[src/rtl/mem_port_arbiter_if.sv]
// Bus bundle between the two masters, the shared single-port RAM and the arbiter.
// The arbiter takes the slave view; the surrounding system (or bench) takes the master view.
interface mem_port_arbiter_if #(
    parameter int AW = 9,
    parameter int DW = 16
);
    logic [1:0]    m0_cmd;
    logic [AW-1:0] m0_addr;
    logic [DW-1:0] m0_wdata;
    logic [DW-1:0] m0_rdata;
    logic          m0_ack;

    logic [1:0]    m1_cmd;
    logic [AW-1:0] m1_addr;
    logic [DW-1:0] m1_wdata;
    logic [DW-1:0] m1_rdata;
    logic          m1_ack;

    logic [AW-1:0] ram_addr;
    logic          ram_write;
    logic [DW-1:0] ram_wdata;
    logic [DW-1:0] ram_rdata;

    logic          busy;
    logic          err;

    modport slave (
        input  m0_cmd, m0_addr, m0_wdata, m1_cmd, m1_addr, m1_wdata, ram_rdata,
        output m0_rdata, m0_ack, m1_rdata, m1_ack, ram_addr, ram_write, ram_wdata, busy, err
    );

    modport master (
        output m0_cmd, m0_addr, m0_wdata, m1_cmd, m1_addr, m1_wdata, ram_rdata,
        input  m0_rdata, m0_ack, m1_rdata, m1_ack, ram_addr, ram_write, ram_wdata, busy, err
    );
endinterface

[src/rtl/mem_port_arbiter.sv]
// Round-robin arbiter sharing one synchronous-read RAM between the cpu (master 0)
// and a secondary master (master 1), with a three-state IDLE/ISSUE/RESP sequencer.
module mem_port_arbiter #(
    parameter int AW = 9,
    parameter int DW = 16
) (
    input  logic                  clk,
    input  logic                  reset,
    mem_port_arbiter_if.slave     bus
);
    localparam logic [1:0] CMD_READ  = 2'b01;
    localparam logic [1:0] CMD_WRITE = 2'b10;
    localparam logic [1:0] CMD_ILL   = 2'b11;

    typedef enum logic [1:0] {
        IDLE  = 2'd0,
        ISSUE = 2'd1,
        RESP  = 2'd2
    } state_t;

    state_t        state_q, state_d;
    logic          pri_q, pri_d;
    logic          err_q, err_d;
    logic          grant_q, grant_d;
    logic          wr_q, wr_d;
    logic [AW-1:0] addr_q, addr_d;
    logic [DW-1:0] wdata_q, wdata_d;

    logic          req0, req1, gnt;
    logic [1:0]    ack;
    logic [DW-1:0] rdata0, rdata1;
    logic [AW-1:0] ram_addr;
    logic          ram_write;
    logic [DW-1:0] ram_wdata;
    logic          busy;

    assign req0 = (bus.m0_cmd == CMD_READ) || (bus.m0_cmd == CMD_WRITE);
    assign req1 = (bus.m1_cmd == CMD_READ) || (bus.m1_cmd == CMD_WRITE);

    always_comb begin
        state_d   = state_q;
        pri_d     = pri_q;
        err_d     = err_q;
        grant_d   = grant_q;
        wr_d      = wr_q;
        addr_d    = addr_q;
        wdata_d   = wdata_q;
        gnt       = 1'b0;
        ack       = 2'b00;
        rdata0    = '0;
        rdata1    = '0;
        ram_addr  = '0;
        ram_write = 1'b0;
        ram_wdata = '0;
        busy      = 1'b0;

        unique case (state_q)
            IDLE: begin
                if ((bus.m0_cmd == CMD_ILL) || (bus.m1_cmd == CMD_ILL)) begin
                    err_d = 1'b1;
                end
                // Contention goes to pri; otherwise whichever master is requesting.
                gnt = (req0 && req1) ? pri_q : req1;
                if (req0 || req1) begin
                    grant_d = gnt;
                    wr_d    = gnt ? (bus.m1_cmd == CMD_WRITE) : (bus.m0_cmd == CMD_WRITE);
                    addr_d  = gnt ? bus.m1_addr  : bus.m0_addr;
                    wdata_d = gnt ? bus.m1_wdata : bus.m0_wdata;
                    state_d = ISSUE;
                end
            end
            ISSUE: begin
                busy     = 1'b1;
                ram_addr = addr_q;
                if (wr_q) begin
                    ram_write    = 1'b1;
                    ram_wdata    = wdata_q;
                    ack[grant_q] = 1'b1;
                    pri_d        = ~grant_q;
                    state_d      = IDLE;
                end else begin
                    state_d = RESP;
                end
            end
            RESP: begin
                // RAM data for the address presented in ISSUE arrives this cycle.
                busy         = 1'b1;
                ram_addr     = addr_q;
                ack[grant_q] = 1'b1;
                if (grant_q) begin
                    rdata1 = bus.ram_rdata;
                end else begin
                    rdata0 = bus.ram_rdata;
                end
                pri_d   = ~grant_q;
                state_d = IDLE;
            end
            default: begin
                state_d = IDLE;
            end
        endcase
    end

    always_ff @(posedge clk or posedge reset) begin
        if (reset) begin
            state_q <= IDLE;
            pri_q   <= 1'b0;
            err_q   <= 1'b0;
            grant_q <= 1'b0;
            wr_q    <= 1'b0;
            addr_q  <= '0;
            wdata_q <= '0;
        end else begin
            state_q <= state_d;
            pri_q   <= pri_d;
            err_q   <= err_d;
            grant_q <= grant_d;
            wr_q    <= wr_d;
            addr_q  <= addr_d;
            wdata_q <= wdata_d;
        end
    end

    assign bus.m0_ack    = ack[0];
    assign bus.m1_ack    = ack[1];
    assign bus.m0_rdata  = rdata0;
    assign bus.m1_rdata  = rdata1;
    assign bus.ram_addr  = ram_addr;
    assign bus.ram_write = ram_write;
    assign bus.ram_wdata = ram_wdata;
    assign bus.busy      = busy;
    assign bus.err       = err_q;
endmodule

[src/flat_wrapper.sv]
// flat-port wrapper written by rule: the top's interface ports become plain ports
module mem_port_arbiter_flat 
#(
    parameter int AW = 9,
    parameter int DW = 16
)
  (clk, reset, bus_m0_cmd, bus_m0_addr, bus_m0_wdata, bus_m1_cmd, bus_m1_addr, bus_m1_wdata, bus_ram_rdata, bus_m0_rdata, bus_m0_ack, bus_m1_rdata, bus_m1_ack, bus_ram_addr, bus_ram_write, bus_ram_wdata, bus_busy, bus_err);
  mem_port_arbiter_if #(.AW(AW), .DW(DW)) bus_i ();
  input  logic clk;
  input  logic reset;
  input wire logic [$bits(bus_i.m0_cmd)-1:0] bus_m0_cmd;
  input wire logic [$bits(bus_i.m0_addr)-1:0] bus_m0_addr;
  input wire logic [$bits(bus_i.m0_wdata)-1:0] bus_m0_wdata;
  input wire logic [$bits(bus_i.m1_cmd)-1:0] bus_m1_cmd;
  input wire logic [$bits(bus_i.m1_addr)-1:0] bus_m1_addr;
  input wire logic [$bits(bus_i.m1_wdata)-1:0] bus_m1_wdata;
  input wire logic [$bits(bus_i.ram_rdata)-1:0] bus_ram_rdata;
  output wire logic [$bits(bus_i.m0_rdata)-1:0] bus_m0_rdata;
  output wire logic [$bits(bus_i.m0_ack)-1:0] bus_m0_ack;
  output wire logic [$bits(bus_i.m1_rdata)-1:0] bus_m1_rdata;
  output wire logic [$bits(bus_i.m1_ack)-1:0] bus_m1_ack;
  output wire logic [$bits(bus_i.ram_addr)-1:0] bus_ram_addr;
  output wire logic [$bits(bus_i.ram_write)-1:0] bus_ram_write;
  output wire logic [$bits(bus_i.ram_wdata)-1:0] bus_ram_wdata;
  output wire logic [$bits(bus_i.busy)-1:0] bus_busy;
  output wire logic [$bits(bus_i.err)-1:0] bus_err;
  assign bus_i.m0_cmd = bus_m0_cmd;
  assign bus_i.m0_addr = bus_m0_addr;
  assign bus_i.m0_wdata = bus_m0_wdata;
  assign bus_i.m1_cmd = bus_m1_cmd;
  assign bus_i.m1_addr = bus_m1_addr;
  assign bus_i.m1_wdata = bus_m1_wdata;
  assign bus_i.ram_rdata = bus_ram_rdata;
  assign bus_m0_rdata = bus_i.m0_rdata;
  assign bus_m0_ack = bus_i.m0_ack;
  assign bus_m1_rdata = bus_i.m1_rdata;
  assign bus_m1_ack = bus_i.m1_ack;
  assign bus_ram_addr = bus_i.ram_addr;
  assign bus_ram_write = bus_i.ram_write;
  assign bus_ram_wdata = bus_i.ram_wdata;
  assign bus_busy = bus_i.busy;
  assign bus_err = bus_i.err;
  mem_port_arbiter #(.AW(AW), .DW(DW)) u_core (.clk(clk), .reset(reset), .bus(bus_i));
endmodule
[config.mk]
export PLATFORM = sky130hd
export DESIGN_NAME = mem_port_arbiter_flat
export DESIGN_NICKNAME = d
export VERILOG_FILES = /design/src/rtl/mem_port_arbiter_if.sv /design/src/rtl/mem_port_arbiter.sv /design/src/flat_wrapper.sv
export SDC_FILE = /design/constraint.sdc
export NUM_CORES = 1
export LEC_CHECK = 0
export CORE_MARGIN = 5
export CORE_UTILIZATION = 35
export CTS_CLUSTER_DIAMETER = 120
export CTS_CLUSTER_SIZE = 28
export DETAILED_ROUTE_END_ITERATION = 12
export GPL_TIMING_DRIVEN = 0
export HOLD_SLACK_MARGIN = 0.12
export PLACE_DENSITY = 0.8
export SLEW_MARGIN = 20
export SYNTH_ARGS = -nofsm -noshare
export SYNTH_HDL_FRONTEND = slang
export SYNTH_SLANG_ARGS = --single-unit
export TNS_END_PERCENT = 50
[constraint.sdc]
create_clock -name clk -period 2.39 [get_ports clk]
set_input_delay 0.3585 -clock clk [delete_from_list [all_inputs] [get_ports clk]]
set_output_delay 0.3585 -clock clk [all_outputs]
set_load 0.02 [all_outputs]
# Word-level counts from Yosys, hierarchy flattened
# Index checks and enable logic that the tools add are counted.
[totals]
register_bits = 31
input_bits = 72
out_inout_bits = 62
wordCells = 55
[op_classes]
magnitude_cmp = 2
eq_ne = 10
muxes = 23
bitwise = 1
n_reduce_logical = 12
[op_table]
columns = ["op", "count"]
rows = [
  ["2-to-1 mux 16 bit", 7],
  ["2-to-1 mux 9 bit", 2],
  ["equality test 2 bit (second input constant)", 5],
  ["case mux 2 bit (2 select lines)", 2],
  ["2-to-1 mux 1 bit", 7],
  ["equality test 2 x 1 -> 1 bit (second input constant)", 3],
  ["2-to-1 mux 2 bit", 3],
  ["AND reduction 2 bit", 3],
  ["logical OR 1 bit", 4],
  ["inequality test 2 x 1 -> 1 bit (second input constant)", 2],
  ["logical AND 1 bit", 2],
  ["zero test 2 bit", 1],
  ["< comparator 1 x 2 -> 1 bit (second input constant)", 1],
  ["case mux 1 bit (2 select lines)", 1],
  ["nonzero test 2 bit", 1],
  ["OR reduction 2 bit", 1],
  ["demux 1 bit (select 1 bit)", 1],
  [">= comparator 1 bit (second input constant)", 1],
  ["inverter 1 bit", 1],
]

# Logic depth before layout (Yosys ltp)
# Gate-level depths: netlist of run 1.
[depth]
depth_word = 6
ltp_mapped = 7

# Worst setup path before layout of run 1
# OpenSTA, ideal clock, no wires.
[synth_path]
path_type = "reg-to-output"
start = "register u_core.state_q[1]"
end = "output bus_m0_ack"
arrival_time_ns = 1.531
path_slack_ns = 0.500
stages_incl_launch_ff = 7
cell_sequence = "dfrtp_1 > inv_1 > ha_1 > clkbuf_1 > and2_1 > o21ai_0 > nor2_1"
[synth_via]
elab_chain_cells = 2
word_cells_on_any_way = 3
classes_between = "eq/ne: 2; mux: 1"
[synth_rtl]
columns = ["element", "line", "text"]
rows = [
  ["from (decl)", "mem_port_arbiter.sv:21", "state_t state_q, state_d;"],
  ["from (signal assigned)", "mem_port_arbiter.sv:114", "state_q <= state_d;"],
  ["equality test 2 bit or equality test 2 x 1 -> 1 bit (tied branches)", "mem_port_arbiter.sv:57", "unique case (state_q)"],
  ["case mux 2 bit (2 select lines) (*)", "mem_port_arbiter.sv:57", ""],
  ["to (decl)", "flat_wrapper.sv:19", "output wire logic [$bits(bus_i.m0_ack)-1:0] bus_m0_ack;"],
]
# Every way passes the cells marked *; elsewhere a longest branch is shown, timed or not.

# Final worst setup path of run 1
[layout_path]
start = "register u_core.state_q[1]"
end = "output bus_ram_wdata[9]"
[layout_via]
elab_chain_cells = 2
[layout_rtl]
columns = ["element", "line", "text"]
rows = [
  ["equality test 2 x 1 -> 1 bit", "mem_port_arbiter.sv:57", ""],
  ["2-to-1 mux 16 bit", "mem_port_arbiter.sv:57", ""],
  ["to (decl)", "flat_wrapper.sv:24", "output wire logic [$bits(bus_i.ram_wdata)-1:0] bus_ram_wdata;"],
]
# Every way passes these cells.

==> results of run 1 <==
logic make-up after synthesis:
group | after synthesis | synth area share [%]
simple gates | 143 | 36.0
compound gates | 35 | 11.8
flops | 31 | 40.3
buf+inv | 25 | 6.11
fa+ha+maj | 8 | 5.20
mux | 1 | 0.520
state kept, by name, summed over array words and instances, names as in the netlist:
| signal | flops |
|---|---|
| u_core.state_q | 2 |
| u_core.bus.err | 1 |
| u_core.pri_q | 1 |
| u_core.wr_q | 1 |
| u_core.addr_q | 9 |
| u_core.wdata_q | 16 |
| u_core.grant_q | 1 |
layer usage:
layer | global-route usage (%) | vias up
met3 | 5.30 | 11
li1 | - | 1086
met1 | 20.2 | 985
met4 | 5.12 | 0
met5 | 0 | -
met2 | 33.3 | 106
placed cells by master (no fill, tap or decap), types with 4 or more instances in the layout:
cell | Yosys | layout
nand2_1 | 53 | 53
buf_4 | 5 | 5
o21ai_0 | 4 | 4
dfrtp_1 | 31 | 31
clkdlybuf4s50_1 | 0 | 96
dlymetal6s2s_1 | 0 | 4
clkbuf_2 | 0 | 4
and2_1 | 26 | 26
dlygate4sd2_1 | 0 | 32
inv_1 | 7 | 5
a31oi_1 | 27 | 27
nor2_1 | 28 | 28
and3_1 | 32 | 32
clkbuf_8 | 0 | 5
buf_2 | 4 | 4
ha_1 | 8 | 5
clkbuf_1 | 9 | 5
worst min path at each step:
stage                         from          endpoint  slack [ps]  cells after the start
global route        u_core.bus.err    u_core.bus.err         490                      1
detailed placement  u_core.bus.err    u_core.bus.err         460                      1
CTS                 u_core.bus.err    u_core.bus.err         480                      1
global placement    u_core.bus.err    u_core.bus.err         460                      1
floorplan                    reset  u_core.addr_q[0]         460                      1
finish              u_core.bus.err    u_core.bus.err         470                      1
power by group:
part	internal (W)	total [W]	switching [W]
sequential	0.000783	0.000904	0.000121
combinational	0.000988	0.00220	0.00121
clock	0.000204	0.000389	0.000185
total	0.00197	0.00349	0.00151
stage by stage:
stage / setup TNS, ps / utilization, % / total power [W] / instances
2_1_floorplan: 0 / - / 0.00216 / 243
3_3_place_gp: -1830 / 61.5 / 0.00310 / 448
3_5_place_dp: -2170 / 61.5 / 0.00314 / 448
4_1_cts: -103 / 62.5 / 0.00350 / 455
5_1_grt: -96.9 / 63.1 / 0.00379 / 455
6_report: 0 / 63.1 / 0.00349 / 455
critical path, cell delays in order (launching register included):
cell             delay (ps)
dfrtp_1                 420
inv_1                   160
ha_2                    300
and3_1                  180
clkdlybuf4s50_1         620
repair_timing:
action / in CTS / in global routing
endpoints found under the setup margin: 47 / 23
gates cloned: 0 / 0
gates resized for setup: 43 / 9
area by class of cell:
class / instances / area [µm²]
Fill cell: 507 / 2010
Tap cell: 72 / 90.1
Multi-Input combinational cell: 187 / 1060
Inverter: 7 / 26.3
Buffer: 17 / 96.3
Timing Repair Buffer: 133 / 1300
Sequential cell: 31 / 776
Clock buffer: 7 / 76.3
Clock inverter: 1 / 5.00
==> metrics list, run 1 <==
- Top routing layer in use: met4
- Post-detailed-placement cell area: approximately 3300 µm²
- Last weighted congestion value of the routability-driven placer: around 0.9
* R2r startpoint: u_core.state_q[1]
- Yosys mapped a number of flops with a built-in enable equal to 0.
* Clock sink total: 31
- After detailed routing, the number of remaining DRC violations is 0.
* Power Dens Cells: a little over 1000 nW/µm²
- Destination of the critical timing path: bus_ram_wdata[9]
* Arrival time at the worst endpoint: slightly below 2000 ps
* Top cells by instance count after synthesis: nand2_1 (53), and3_1 (32), dfrtp_1 (31), nor2_1 (28), a31oi_1 (27)
* 1st-iter DRT viols: 91
* Worst-margin pin slew: 671 ps
- Total Wirelength: 6.61 mm
- After floorplanning, the core was divided into 27 placement rows.
- Data required time of the critical path: 2030 ps
- Final clock period utilization by the worst path: 97.4%
- Quantity of hold-fixing buffers added after cts: 0
* Buffers inserted during post-CTS setup optimization: 0
- In the post-synthesis netlist, the biggest area contributors are dfrtp_1 (40%), and3_1 (10%), nand2_1 (10%), a31oi_1 (8.8%), and2_1 (8.5%).
* Congestion Overflow GR: 0
* Post-synthesis to final-layout area growth: 78.3%
* Post-route antenna net violation count: 0
- In this run the horizontal extent of the chip is 84.2 µm.
- Number of buffers inserted by port buffering: ~130
* RSZ-0062 raised after global routing: true
- Yosys printed 0 warnings.
- In this run the tightest slew margin relative to its limit is 55.2%.
- Met1 WL: 2.69 mm
- Total track usage: roughly 18%
- Number of detailed-routing iterations run before antenna repair: 5
- Count of boundary I/O pins: 134
- Maximum number of pins on one net before global-route repair: 32
- Largest area contributor in the synthesized netlist: dfrtp_1
- Tmin final: ~2300 ps
- Average size of a mapped cell: 7.92 µm²
- In this run the deepest clock path goes through 2 buffers.
- The die covers between 7000 and 8000 µm².
* Avg WL per Cell: 14.5 µm
- The run finished with clean final reports.
* Gate Count Post-Synth: 243
* Placement-stage worst setup slack: -157 ps
- Count of max-cap constraint violations: 0
* Reg2reg end: u_core.addr_q[3]
- Worst Setup Start Kind: flip-flop
- Summed over all cells, the static leakage comes to about 1.8 nW.
* Die height: about 84 µm
* Clock buffer count from CTS: 5
- In this run the worst hold path is classified as flip-flop to flip-flop.
- R2R Setup Slk: 650 ps
- Total standard cell area after synthesis: 1920 µm²
- Clock-pin slew was measured on the worst setup and hold paths at 60 ps.
- Wire length of the first global-routing pass: 10.4 mm
- Setup slack on the critical path of the routed design comes to 62.6 ps.
* Category of the most critical setup path: flip-flop to output pin
- Synthesis produced a netlist with a net count of 323.
- Source-to-sink clock delay at the later pin of the worst-skew pair: roughly 270 ps
- Post-synthesis async set-or-reset flop share: 100%
- The share of synthesized area in the top cell type comes to 40.3%.
- Wire segments on met3 add up to 605 µm in the final route.
- Count of distinct cell types in the synthesized netlist: 21
- Summed over all nets, wire length on met2 after detailed routing comes to between 3 and 4 mm.
- Setup Viol. Count Final: 0
- CTS placed an instance of clkbuf_8 at the clock tree root.
- TritonCTS built the clock tree.
- Along the worst path, the maximum fanout reaches 10.
- Post-layout net count: ~460
- Yosys reg bits: 31
- Number of hold violations in the final report: 0
- Using the TritonRoute via totals, the vias-per-cell ratio works out to 4.81.
- Inserted Diodes: 0
* Final max-slew violation count: 0
- Sequential cells were found to cover 40.3% of the synthesized design area.
- The via count of the first global-routing pass is 2184.
- By instance count, the leading cell after synthesis is nand2_1.
- Via count: 2188
* Post-route cell area: ~3400 µm²
- Capturing element type of the critical path: output pin
- Final hold analysis gives a worst-case slack of ~470 ps.
- VDD sags by at most 0.611 mV.
- Layout cells sized above 1: between 7 and 8%
- The clock tree synthesis step divided the H-tree into 2 levels.
* Initial standard-cell utilization of the core: a little over a third
* Antenna violations before repair: 0
* Post-Route Skew: around 3.5 ps
- Detailed placement finished with a half-perimeter wire length of 5.23 mm.
- Start point of the critical path: u_core.state_q[1]
* Cell count of the worst reg-to-reg path: 5
- Fmax achieved: ~430 MHz
- For this run, the leading register cell type out of synthesis is dfrtp_1.
* Area of the core region: 5440 µm²
(Power assumes the default switching activity.)
==> run 2: changes to the inputs <==
--- a/config.mk
+++ b/config.mk
@@ -6,13 +6,13 @@
 export NUM_CORES = 1
 export LEC_CHECK = 0
 export CORE_MARGIN = 5
-export CORE_UTILIZATION = 35
+export CORE_UTILIZATION = 38
 export CTS_CLUSTER_DIAMETER = 120
 export CTS_CLUSTER_SIZE = 28
 export DETAILED_ROUTE_END_ITERATION = 12
 export GPL_TIMING_DRIVEN = 0
 export HOLD_SLACK_MARGIN = 0.12
-export PLACE_DENSITY = 0.8
+export PLACE_DENSITY_LB_ADDON = 0.08
 export SLEW_MARGIN = 20
 export SYNTH_ARGS = -nofsm -noshare
 export SYNTH_HDL_FRONTEND = slang
==> run 2 against run 1 <==
- first-iteration DRC count grew 53%
- flip-flop and latch count is the same
- combinational power is essentially flat
- worst hold slack gained 10 ps
- register-to-register slack lost 40 ps
==> metrics list, run 2 (synthesized netlist as in run 1, its figures left out) <==
* Maximum number of pins on one net before global-route repair: 32
- The detail route stage leaves a number of antenna-violating nets equal to 0.
* Number of hold violations in the final report: 0
- Wire length of the first global-routing pass: 9.86 mm
- For the worst-skew pair, the clock arrives at the later sink with an insertion delay of 280 ps.
* Count of max-cap constraint violations: 0
* Final max-slew violation count: 0
* Fmax achieved: about 440 MHz
- Dividing the detail-routed wire length by the instance count gives approximately 14 µm.
* Number of global-route vias before repair: 2062
* Total DRC errors in the routed layout: 0
- Register name with the most flops: u_core.wdata_q
* Total track usage: between 10% and 20%
* Area of the core region: 5010 µm²
- Buffers inserted during clock tree synthesis total 5.
* Layout cells sized above 1: 8.09%
- The register with the most flip-flops in the layout has 16 of them.
* Commonest non-fill, non-tap cell in the layout: clkdlybuf4s50_1
- Counting instances, the worst hold path has a depth of 1.
* Worst hold path class: flip-flop to flip-flop
* Post-layout net count: 462
- Maximum root-to-sink buffer count: 2
- In this run the power density over the cells is 1010 nW/µm².
- Status: finished, final reports clean
- The floorplan has 26 rows.
- The clock period could shrink to 2270 ps.
- Last weighted congestion value of the routability-driven placer: ~0.8
- Once placement completed, the tool counted placed cells totaling 446.
- RSZ-0062 raised after global routing: false
* Antenna violations before repair: 0
- Across all layers, the routed design uses approximately 2200 vias.
- Die height: between 80 and 90 µm
- The critical path in this run is classified as flip-flop to output pin.
- Measured in cells, the most critical reg-to-reg path has a length of 5.
- Post-route cell area: 3450 µm²
* Setup Viol. Count Final: 0
- After filler insertion, the fill cell instance count of the layout stands at 457.
- The initial utilization of the core area, before any placement, comes to around 38%.
- Cell Count, Final, Fillers Out: 453
- Vias per cell: 4.78
- Static leakage power: 1.82 nW
- Number of detailed-routing iterations run before antenna repair: 4
- Post-detailed-placement cell area: around 3300 µm²
- In this run, post-CTS hold repair placed 0 buffers.
- TritonCTS built the clock tree.
- Largest voltage drop on the vdd net: 0.617 mV
* Post-layout power: 0.00350 W
- R2R Setup Slk: between 600 and 700 ps
- Clock transition time at the flip-flop clock pins of the worst setup and hold paths: around 70 ps
- Area of the die: 6590 µm²
- Buffers inserted during post-CTS setup optimization: 0
- The clock net in this run drives a total of 31 sinks.
- For the worst setup path, the data arrival time is 1910 ps.
- Accumulated negative setup slack: 0 ps
* Number of buffers inserted by port buffering: 133
- Worst Setup Start Kind: flip-flop
- Maximum fanout encountered on the critical timing path: 10
* Chip Width: 81.2 µm
- Worst-margin pin slew: approximately 660 ps
- Post-Route Skew: 5.85 ps
- In this run the tightest slew margin relative to its limit is 56.0%.
* Final clock period utilization by the worst path: 95.0%
* Highest-count cells in the layout ignoring fill and taps: clkdlybuf4s50_1 (92), nand2_1 (53), dlygate4sd2_1 (33)
* Registers with the most flip-flops: u_core.wdata_q x16, u_core.addr_q x9, u_core.state_q x2
* Post-synthesis to final-layout area growth: 79.4%
- Clock tree root buffer cell: clkbuf_8
- For this block, the initial DRC count from the detailed router was 139.
- At the worst endpoint, the required time is 2030 ps.
* Count of boundary I/O pins: 134
- Summed over all layers, the global routing overflow is 0.
- HPWL after detailed placement: 4.99 mm
* Inserted Diodes: 0
- Total Wirelength: 6.42 mm
- The worst setup path is captured at an output pin.
- CTS built an H-tree with a depth of 2.
run 2: cell count changes in the layout (fill, tap and decap cells not counted), sizes merged:
cell,previous run,this run
clkdlybuf4s50,96,92
dlymetal6s2s,4,8
clkdlybuf4s15,1,0
dlygate4sd2,32,33
run 2: power breakdown:
| group | internal (W) | switching, W |
|---|---|---|
| clock | 0.000204 | 0.000184 |
| combinational | 0.000999 | 0.00121 |
| sequential | 0.000783 | 0.000124 |
| total | 0.00199 | 0.00152 |
run 2: per-layer routing:
metal	GRT usage (%)	routed length, µm
met1	23.3	2510
met2	33.1	3310
met3	6.43	545
met4	4.39	55
met5	0	0
run 2: path summary, 6_finish.rpt:
check | start | end
worst max-delay path | u_core.state_q[1] | bus_ram_write
worst min-delay path | u_core.bus.err | u_core.bus.err
worst max register to register | u_core.state_q[1] | u_core.wdata_q[0]
worst min register to register | u_core.bus.err | u_core.bus.err
max in group asynchronous | reset | u_core.addr_q[7]
min in group asynchronous | reset | u_core.addr_q[0]
run 2: what timing repair did:
action,4_1_cts,5_1_grt
endpoints found under the setup margin,46,24
resized for setup,42,18
pin swaps,0,0
run 2: worst max-delay path, stage by stage, from the launching register on:
cell	delay [ps]
dfrtp_1	420
inv_1	190
ha_4	220
and2_1	190
clkdlybuf4s50_1	630
run 2: cell type report:
cell class | instances | area (µm²) | area share (%)
clock inverters | 1 | 5.00 | 0.145
clock buffers | 7 | 76.3 | 2.21
plain buffers | 17 | 101 | 2.94
flip-flops and latches | 31 | 776 | 22.5
well taps | 70 | 87.6 | 2.54
repair buffers | 133 | 1310 | 37.9
inverters | 7 | 26.3 | 0.761
multi-input cells | 187 | 1070 | 31.0
run 2: through the flow:
step                      hold WS [ps]  utilization [%]  setup slack [ps]
after global placement             453             66.7              -164
final                              484             68.9               118
after detailed placement           471             66.7              -151
after floorplan                    462                -               500
after global routing               522             68.9              6.39
after CTS                          490             67.8              -134
==> run 3: changes to the inputs <==
--- a/config.mk
+++ b/config.mk
@@ -13,7 +13,7 @@
 export GPL_TIMING_DRIVEN = 0
 export HOLD_SLACK_MARGIN = 0.12
 export PLACE_DENSITY_LB_ADDON = 0.08
-export SLEW_MARGIN = 20
+export SLEW_MARGIN = 10
 export SYNTH_ARGS = -nofsm -noshare
 export SYNTH_HDL_FRONTEND = slang
 export SYNTH_SLANG_ARGS = --single-unit
==> results of run 3 <==
The final DEF is identical to that of run 2; final timing and power are the same.
